==> src/rtl/quantizer_block.sv <==
// Five-stage FP32 -> signed integer level quantizer: x * inv_scale, rounded to
// nearest-even and saturated to +/-(2^(LEVEL_BITS-1)-1). Any stall freezes the whole pipe.
module quantizer_block #(
  parameter int unsigned LEVEL_BITS  = 16,
  parameter logic [31:0] W_INV_SCALE = 32'h442AAAAB,
  parameter logic [31:0] A_INV_SCALE = 32'h48CCCCCD
) (
  input  logic        clk,
  input  logic        rst,
  input  logic        in_valid,
  output logic        in_ready,
  input  logic [31:0] value_fp,
  input  logic        is_weight,
  output logic        out_valid,
  input  logic        out_ready,
  output logic [31:0] level_int_reg,
  output logic        ovfl_reg,
  output logic        unfl_reg,
  output logic        excp_reg
);
  localparam int unsigned MANT_W = 24;
  localparam int unsigned PROD_W = 48;
  localparam int unsigned INT_W  = 32;
  localparam int unsigned EXP_W  = 10;
  localparam int unsigned SH_W   = 6;
  localparam logic [INT_W:0] MAX_MAG = (33'd1 << (LEVEL_BITS - 1)) - 33'd1;

  typedef enum logic [1:0] {CLS_ZERO, CLS_NORM, CLS_INF, CLS_NAN} cls_e;

  logic advance;

  logic                    s1_v_q, s1_v_d, s1_sign_q, s1_sign_d, s1_w_q, s1_w_d;
  cls_e                    s1_cls_q, s1_cls_d;
  logic [7:0]              s1_exp_q, s1_exp_d;
  logic [MANT_W-1:0]       s1_mant_q, s1_mant_d;

  logic                    s2_v_q, s2_v_d, s2_sign_q, s2_sign_d;
  cls_e                    s2_cls_q, s2_cls_d;
  logic signed [EXP_W-1:0] s2_e_q, s2_e_d;
  logic [PROD_W-1:0]       s2_prod_q, s2_prod_d;
  logic [7:0]              s2_sexp;
  logic [MANT_W-1:0]       s2_smant;

  logic                    s3_v_q, s3_v_d, s3_sign_q, s3_sign_d;
  cls_e                    s3_cls_q, s3_cls_d;
  logic [INT_W-1:0]        s3_int_q, s3_int_d;
  logic                    s3_guard_q, s3_guard_d, s3_sticky_q, s3_sticky_d, s3_povf_q, s3_povf_d;
  logic signed [EXP_W-1:0] s3_r;
  logic [SH_W-1:0]         s3_sh;
  logic [PROD_W-1:0]       s3_full;

  logic                    s4_v_q, s4_v_d, s4_sign_q, s4_sign_d, s4_povf_q, s4_povf_d;
  cls_e                    s4_cls_q, s4_cls_d;
  logic [INT_W:0]          s4_mag_q, s4_mag_d;

  logic                    out_valid_q, out_valid_d;
  logic [INT_W-1:0]        level_q, level_d, sat_mag;
  logic                    ovfl_q, ovfl_d, unfl_q, unfl_d, excp_q, excp_d;

  assign advance       = !(out_valid_q && !out_ready);
  assign in_ready      = advance;
  assign out_valid     = out_valid_q;
  assign level_int_reg = level_q;
  assign ovfl_reg      = ovfl_q;
  assign unfl_reg      = unfl_q;
  assign excp_reg      = excp_q;

  // S1: unpack and classify; denormals flush to zero
  always_comb begin
    s1_v_d    = s1_v_q;
    s1_sign_d = s1_sign_q;
    s1_w_d    = s1_w_q;
    s1_cls_d  = s1_cls_q;
    s1_exp_d  = s1_exp_q;
    s1_mant_d = s1_mant_q;
    if (advance) begin
      s1_v_d = in_valid;
      if (in_valid) begin
        s1_sign_d = value_fp[31];
        s1_w_d    = is_weight;
        s1_exp_d  = value_fp[30:23];
        s1_mant_d = {1'b1, value_fp[22:0]};
        if (value_fp[30:23] == 8'h00)      s1_cls_d = CLS_ZERO;
        else if (value_fp[30:23] != 8'hFF) s1_cls_d = CLS_NORM;
        else if (value_fp[22:0] == '0)     s1_cls_d = CLS_INF;
        else                               s1_cls_d = CLS_NAN;
      end
    end
  end

  // S2: full-width mantissa product and unbiased combined exponent
  always_comb begin
    s2_sexp   = s1_w_q ? W_INV_SCALE[30:23] : A_INV_SCALE[30:23];
    s2_smant  = {1'b1, s1_w_q ? W_INV_SCALE[22:0] : A_INV_SCALE[22:0]};
    s2_v_d    = s2_v_q;
    s2_sign_d = s2_sign_q;
    s2_cls_d  = s2_cls_q;
    s2_e_d    = s2_e_q;
    s2_prod_d = s2_prod_q;
    if (advance) begin
      s2_v_d = s1_v_q;
      if (s1_v_q) begin
        s2_sign_d = s1_sign_q;
        s2_cls_d  = s1_cls_q;
        s2_e_d    = $signed({2'b00, s1_exp_q}) + $signed({2'b00, s2_sexp}) - 10'sd254;
        s2_prod_d = PROD_W'(s1_mant_q) * PROD_W'(s2_smant);
      end
    end
  end

  // S3: product binary point sits at bit 46, so the right shift is 46 - e
  always_comb begin
    s3_r        = 10'sd46 - s2_e_q;
    s3_sh       = SH_W'(s3_r);
    s3_full     = '0;
    s3_v_d      = s3_v_q;
    s3_sign_d   = s3_sign_q;
    s3_cls_d    = s3_cls_q;
    s3_int_d    = s3_int_q;
    s3_guard_d  = s3_guard_q;
    s3_sticky_d = s3_sticky_q;
    s3_povf_d   = s3_povf_q;
    if (advance) begin
      s3_v_d = s2_v_q;
      if (s2_v_q) begin
        s3_sign_d   = s2_sign_q;
        s3_cls_d    = s2_cls_q;
        s3_int_d    = '0;
        s3_guard_d  = 1'b0;
        s3_sticky_d = 1'b0;
        s3_povf_d   = 1'b0;
        if (s3_r < 10'sd0) begin
          s3_povf_d = 1'b1;
        end else if (s3_r > 10'sd48) begin
          s3_sticky_d = |s2_prod_q;
        end else begin
          s3_full   = s2_prod_q >> s3_sh;
          s3_povf_d = |s3_full[PROD_W-1:INT_W];
          s3_int_d  = s3_full[INT_W-1:0];
          if (s3_sh != '0) begin
            s3_guard_d  = s2_prod_q[s3_sh - SH_W'(1)];
            s3_sticky_d = |(s2_prod_q & ((PROD_W'(1) << (s3_sh - SH_W'(1))) - PROD_W'(1)));
          end
        end
      end
    end
  end

  // S4: round half to even; the extra bit catches the carry out of 32 bits
  always_comb begin
    s4_v_d    = s4_v_q;
    s4_sign_d = s4_sign_q;
    s4_cls_d  = s4_cls_q;
    s4_mag_d  = s4_mag_q;
    s4_povf_d = s4_povf_q;
    if (advance) begin
      s4_v_d = s3_v_q;
      if (s3_v_q) begin
        s4_sign_d = s3_sign_q;
        s4_cls_d  = s3_cls_q;
        s4_povf_d = s3_povf_q;
        s4_mag_d  = {1'b0, s3_int_q} + (INT_W + 1)'(s3_guard_q & (s3_sticky_q | s3_int_q[0]));
      end
    end
  end

  // S5: saturate, apply sign and flags; data and flags change only with a new result
  always_comb begin
    sat_mag     = '0;
    out_valid_d = out_valid_q;
    level_d     = level_q;
    ovfl_d      = ovfl_q;
    unfl_d      = unfl_q;
    excp_d      = excp_q;
    if (advance) begin
      out_valid_d = s4_v_q;
      if (s4_v_q) begin
        ovfl_d = 1'b0;
        unfl_d = 1'b0;
        excp_d = 1'b0;
        case (s4_cls_q)
          CLS_NAN: excp_d = 1'b1;
          CLS_INF: begin
            excp_d  = 1'b1;
            sat_mag = MAX_MAG[INT_W-1:0];
          end
          CLS_NORM: begin
            if (s4_povf_q || (s4_mag_q > MAX_MAG)) begin
              ovfl_d  = 1'b1;
              sat_mag = MAX_MAG[INT_W-1:0];
            end else begin
              sat_mag = s4_mag_q[INT_W-1:0];
              unfl_d  = (s4_mag_q == '0);
            end
          end
          default: sat_mag = '0;
        endcase
        level_d = s4_sign_q ? (INT_W'(0) - sat_mag) : sat_mag;
      end
    end
  end

  always_ff @(posedge clk) begin
    if (!rst) begin
      s1_v_q <= 1'b0; s1_sign_q <= 1'b0; s1_w_q <= 1'b0; s1_cls_q <= CLS_ZERO;
      s1_exp_q <= '0; s1_mant_q <= '0;
      s2_v_q <= 1'b0; s2_sign_q <= 1'b0; s2_cls_q <= CLS_ZERO; s2_e_q <= '0; s2_prod_q <= '0;
      s3_v_q <= 1'b0; s3_sign_q <= 1'b0; s3_cls_q <= CLS_ZERO; s3_int_q <= '0;
      s3_guard_q <= 1'b0; s3_sticky_q <= 1'b0; s3_povf_q <= 1'b0;
      s4_v_q <= 1'b0; s4_sign_q <= 1'b0; s4_cls_q <= CLS_ZERO; s4_mag_q <= '0; s4_povf_q <= 1'b0;
      out_valid_q <= 1'b0; level_q <= '0; ovfl_q <= 1'b0; unfl_q <= 1'b0; excp_q <= 1'b0;
    end else begin
      s1_v_q <= s1_v_d; s1_sign_q <= s1_sign_d; s1_w_q <= s1_w_d; s1_cls_q <= s1_cls_d;
      s1_exp_q <= s1_exp_d; s1_mant_q <= s1_mant_d;
      s2_v_q <= s2_v_d; s2_sign_q <= s2_sign_d; s2_cls_q <= s2_cls_d; s2_e_q <= s2_e_d;
      s2_prod_q <= s2_prod_d;
      s3_v_q <= s3_v_d; s3_sign_q <= s3_sign_d; s3_cls_q <= s3_cls_d; s3_int_q <= s3_int_d;
      s3_guard_q <= s3_guard_d; s3_sticky_q <= s3_sticky_d; s3_povf_q <= s3_povf_d;
      s4_v_q <= s4_v_d; s4_sign_q <= s4_sign_d; s4_cls_q <= s4_cls_d; s4_mag_q <= s4_mag_d;
      s4_povf_q <= s4_povf_d;
      out_valid_q <= out_valid_d; level_q <= level_d; ovfl_q <= ovfl_d; unfl_q <= unfl_d;
      excp_q <= excp_d;
    end
  end
endmodule

==> config.mk <==
export PLATFORM = sky130hd
export DESIGN_NAME = quantizer_block
export DESIGN_NICKNAME = d
export VERILOG_FILES = /design/src/rtl/quantizer_block.sv
export SDC_FILE = /design/constraint.sdc
export NUM_CORES = 2
export LEC_CHECK = 0
export ABC_CLOCK_PERIOD_IN_PS = 13500
export CAP_MARGIN = 10
export CORE_MARGIN = 1
export CORE_UTILIZATION = 60
export DETAILED_ROUTE_END_ITERATION = 7
export MAX_ROUTING_LAYER = met4
export PLACE_DENSITY = 0.8
export SLEW_MARGIN = 20
export SYNTH_ARGS = -nofsm -noshare
export SYNTH_HDL_FRONTEND = slang
export SYNTH_SLANG_ARGS = --single-unit
==> constraint.sdc <==
create_clock -name clk -period 13.5 [get_ports clk]
set_input_delay 2.7 -clock clk [delete_from_list [all_inputs] [get_ports clk]]
set_output_delay 2.7 -clock clk [all_outputs]
set_load 0.03 [all_outputs]
# Word level (Yosys, flattened, before mapping)
# Index checks and enable logic that the tools add are counted.
dict set report word_totals {
  word_cells 94
  n_memories 0
  regBits 212
  romBits 0
  ram_bits 0
  inputBits 37
  out_inout_bits 37
  latch_bits 0
}
dict set report op_classes {
  magnitude_cmp 4
  n_reduce_logical 17
  mux 27
  eq_ne 4
  mul 1
  div_mod_pow 0
  bitwise 4
  add_sub_neg 7
  n_shift 2
}
# op n
set op_table {}
lappend op_table {{$mux W32} 6}
lappend op_table {{$reduce_or A48 Y1} 2}
lappend op_table {{$pmux W32 S2} 1}
lappend op_table {{$and A48 B48 Y48} 1}
lappend op_table {{$mul A24 B24 Y48} 1}
lappend op_table {{$shl A1 B6 Y48 const A} 1}
lappend op_table {{$shr A48 B6 Y48} 1}
lappend op_table {{$sub A48 B1 Y48 const B} 1}
lappend op_table {{$add A32 B1 Y33} 1}
lappend op_table {{$gt A33 B15 Y1 const B} 1}
lappend op_table {{$logic_not A33 Y1} 1}
lappend op_table {{$sub A1 B32 Y32 const A} 1}
lappend op_table {{$logic_not A23 Y1} 1}
lappend op_table {{$mux W23} 1}
lappend op_table {{$reduce_or A16 Y1} 1}
lappend op_table {{$mux W1} 15}
lappend op_table {{$gt A10 B7 Y1 const B} 1}
lappend op_table {{$lt A10 B1 Y1 const B} 1}
lappend op_table {{$reduce_and A2 Y1} 5}
lappend op_table {{$sub A7 B10 Y10 const A} 1}
lappend op_table {{$sub A9 B8 Y10 const B} 1}
lappend op_table {{$add A8 B8 Y9} 1}
lappend op_table {{$logic_not A8 Y1} 1}
lappend op_table {{$ne A8 B8 Y1 const B} 1}
lappend op_table {{15 further kinds} 18}

# Depth between registers and ports, before layout
dict set report logic_depth {
  ltp_word 9
  depth_mapped 30
  ltp_nobuf 28
}

# Worst setup path after synthesis
# No wires, ideal clock.
dict set report synth_timing {
  path_kind {flip-flop to flip-flop}
  from {register s1_w_q}
  to {register s2_prod_q[40]}
  path_stages_with_launch 29
  arrival_ps 7470
  path_buffers 2
  t_required_ps 13419
  slack_ps 5949
  synth_period_minus_slack_ps 7551
  setup_ps 81
  path_cell_list {dfxtp_1 clkbuf_1 inv_1 clkbuf_1 nor2_1 or2_2 ha_1 inv_1 fa_1 fa_1 inv_1 fa_1 inv_1 fa_1 inv_1 fa_1 inv_1 fa_1 inv_1 ha_1 and3_1 a221o_1 a21oi_1 o211ai_1 a21o_1 o41ai_1 o211ai_1 or4_1 a41oi_1}
}
dict set report synth_between {
  elab_chain_len 2
}
# item line
set synth_rtl {}
lappend synth_rtl {{start: declaration} 32} ;# logic s1_v_q, s1_v_d, s1_sign_q, s1_sign_d, s1_w_q, s1_w_d;
lappend synth_rtl {{start signal: assignment} 213} ;# s1_v_q <= s1_v_d; s1_sign_q <= s1_sign_d; s1_w_q <= s1_w_d; s1_cls_q <= s1_cls_d;
lappend synth_rtl {{$mux W23} 94} ;# s2_smant = {1'b1, s1_w_q ? W_INV_SCALE[22:0] : A_INV_SCALE[22:0]};
lappend synth_rtl {{$mul A24 B24 Y48} 106} ;# s2_prod_d = PROD_W'(s1_mant_q) * PROD_W'(s2_smant);
lappend synth_rtl {{end signal: assignment} 216} ;# s2_prod_q <= s2_prod_d;
lappend synth_rtl {{end: declaration} 40} ;# logic [PROD_W-1:0] s2_prod_q, s2_prod_d;
# Every way passes these cells.
# A chain may end at the register's enable or synchronous reset.

# Final worst setup path
# Ends and elaborated chain as after synthesis.

==> summary.txt <==
CP endpoint kind: flip-flop
top cell type's share of synthesized area: 23.4%
CP arrival: 8.66 ns
Final Worst Setup Slack: 5.31 ns
register area share after synthesis: 15.7%
Max IR drop VDD: 0.000196 V
post-DP HPWL: 68000 µm
Die Ht: 214 µm
wire per inst: 22.7 µm
P_int: 2.63 mW
design area: 29000 µm²
Worst Setup Path Type: flip-flop to flip-flop
Setup Viol. Count Final: 0
CTS tree: built
GR Overflow Total: 0
combinational fraction of design power: 73.3%
Net Sw Power: 2.81 mW
Clock Tree Buf Depth: 3
Clk pwr share: 12.1%
initial antenna violation count: 1
Synth Warn #: 0
post-CTS setup buffer count: 0
setup TNS: 0 ns
fin cells: 3784
largest cells by area after synthesis: fa_1, dfxtp_1, ha_1
relative slew slack: 24.1%
Die Width: 214 µm
P_leak: 13.1 nW
Post-synth EDFFs: 0
CP Launch Type: flip-flop
register bit total from synthesis: 212
mean number of vias per cell: 6.16
fin nets: 3772
Synth Instances: 3195
part of the power in registers: 14.7%
Tightest Pin Transition: 1.13 ns
R2R setup slack: 5.31 ns
Worst-path clk slew: 0.07 ns
fmax: 122 MHz
FFs w/ async S/R, synth: 0%
CTS H-Tree Depth: 1
Tmin final: 8.19 ns
WL final: 85900 µm
max reg flops: 48
P per Cell Area: 188 nW/µm²
syn_area_per_cell: 8.48 µm²
Min-Delay Path Class: flip-flop to flip-flop
input/output buffers: 73
unrepaired setup endpoints after global routing: no
Setup Skew: 0.0130 ns
Initial Utilization: 61.0%
max_cap viols: 0
most used flip-flop cell after synthesis: dfxtp_1
Critical Path Fanout Max: 14
post-synthesis cell type count: 91
period utilization: 60.7%
final hold violations: 0
root buf cell: clkbuf_16
GP Congestion: 1.01
biggest regs: s2_prod_q: 48 flops, s4_mag_q: 33 flops
Hold-fix buffers, CTS: 0
Post-Place Cells: 3737
Routed Antenna Nets: 0
status: finished clean
Place WS: 5.40 ns
most flop-heavy register: s2_prod_q
first-pass iteration count of the detailed router: 6
clk sinks: 212
first-pass GRT wire length: 136000 µm
Yosys top cell by area: fa_1
row count: 77
CP Data Required Time: 13.97 ns
IO Pins: 74
First DRT Iteration DRCs: 2612
All-Layer GR Usage: 39.0%
number of global-route vias before repair: 23700
sw frac: 51.6%
largest net degree at the start of global routing: 99
DRC: 0
synthesized cell area: 27100 µm²
synthesis-to-layout area growth: 7.09%
Area after DPL: 28200 µm²
DIE AREA: 46000 µm²
final slew viol count: 0
worst-skew pair later-pin latency: 0.56 ns
routed vias: 23300
share of layout cells above drive strength 1: 5.70%
Post-CTS Resized: 0
Num CTS Buffers: 25
core region area: 44400 µm²
-- final timing paths --
check	from	to	cells past startpoint
min reg2reg	s3_guard_q$_SDFFE_PN0P_	s3_guard_q$_SDFFE_PN0P_	2
max	s1_w_q$_SDFFE_PN0P_	s2_prod_q[40]$_SDFFE_PN0P_	24
min	s3_guard_q$_SDFFE_PN0P_	s3_guard_q$_SDFFE_PN0P_	2
max reg2reg	s1_w_q$_SDFFE_PN0P_	s2_prod_q[40]$_SDFFE_PN0P_	24
-- kinds of logic after synthesis --
family | share of synthesized area [%]
muxes | 6.03
AOI/OAI and AO/OA | 14.7
and+or+nand+nor | 15.5
adders and majority gates | 34.8
buffers and inverters | 9.60
DFF | 15.7
xor gates and xnor gates | 3.71
other | 0.0277
-- power groups by stage --
stage / logic (mW) / registers [mW] / clock network, mW
4_1_cts: 3.93 / 0.785 / 0.664
5_1_grt: 4.43 / 0.796 / 0.692
6_report: 3.99 / 0.798 / 0.657
3_5_place_dp: 3.89 / 0.798 / 0
2_1_floorplan: 2.88 / 0.736 / 0
3_3_place_gp: 3.83 / 0.796 / 0
-- Yosys cell counts, types with 5 or more instances --
cell,number
nand4_1,31
a211oi_1,49
buf_2,14
a21oi_1,208
o31ai_1,10
mux2i_1,47
dfxtp_1,212
a22o_1,8
o211ai_1,14
clkbuf_1,135
xor2_1,47
mux4_2,49
a32oi_1,9
nand4b_1,5
inv_1,504
o2111ai_1,7
and3_1,22
xnor2_1,54
a22oi_1,28
a31oi_1,25
buf_1,21
o21ai_0,107
nand3_1,74
or4_1,5
nand2b_1,8
and4_1,7
o21a_1,21
o41ai_1,5
nor3_1,39
nor2_1,182
and2_1,26
a21o_1,40
buf_4,5
ha_1,247
or2_2,20
fa_1,316
nand2_1,394
o22ai_1,13
or3_1,15
nor2b_1,30
nor4_1,37
a311oi_1,6
-- metrics by stage --
| step | hold slack [ns] | power, mW | utilization, % |
|---|---|---|---|
| detailed placement | 0.447 | 4.69 | 63.6 |
| CTS | 0.455 | 5.38 | 65.3 |
| finish | 0.458 | 5.44 | 65.3 |
| global placement | 0.441 | 4.62 | 63.6 |
| floorplan | 0.429 | 3.62 | - |
| global route | 0.472 | 5.92 | 65.3 |
-- placed cells by master (no fill, tap or decap), drive strengths merged, types with 23 or more instances in the layout --
cell,synthesis,layout
a22oi,28,28
ha,247,247
and2,26,26
dfxtp,212,212
a21o,40,40
mux4,49,49
nor2,182,182
o21ai,109,109
nand2,394,394
buf,40,29
nand4,31,31
a21oi,208,208
mux2i,48,48
nand3,74,74
nor2b,31,31
and3,23,23
nor4,39,39
fa,316,316
a211oi,49,49
a31oi,27,27
clkdlybuf4s50,0,73
conb,2,25
xnor2,59,59
inv,506,510
clkbuf,135,30
xor2,48,48
nor3,40,40
-- area by class of cell --
class / count / area, µm²
Inverter: 508 / 1910
Multi-Input combinational cell: 2323 / 20400
Antenna cell: 1 / 2.50
Tap cell: 592 / 741
Clock inverter: 16 / 125
Sequential cell: 212 / 4250
Fill cell: 3745 / 15400
Clock buffer: 30 / 654
Timing Repair Buffer: 102 / 948
-- layer usage --
metal  vias to the layer above  share of wire [%]  track usage, %
met3                       236                7.5            5.01
met5                         -                  0               -
met4                         0                4.3            13.1
li1                      10600                  -               -
met1                     11400                 40            49.1
met2                      1087                 48            65.1
-- critical path, cell delays in order (launching register included) --
cell       delay, ns
dfxtp_1         0.31
inv_1           0.48
nor2_1          0.20
or2_2           0.39
ha_1            0.29
inv_1           0.08
fa_1            0.51
fa_1            0.43
inv_1           0.09
fa_1            0.41
fa_1            0.46
fa_1            0.52
inv_1           0.06
fa_1            0.55
inv_1           0.05
ha_1            0.24
a21o_1          0.19
a21o_1          0.20
a2111oi_0       0.88
nor4_1          0.13
a21o_1          0.24
o41ai_1         0.56
o211ai_1        0.20
or4_1           0.43
a41oi_1         0.19
No activity file was read; power rests on OpenSTA's default activity.
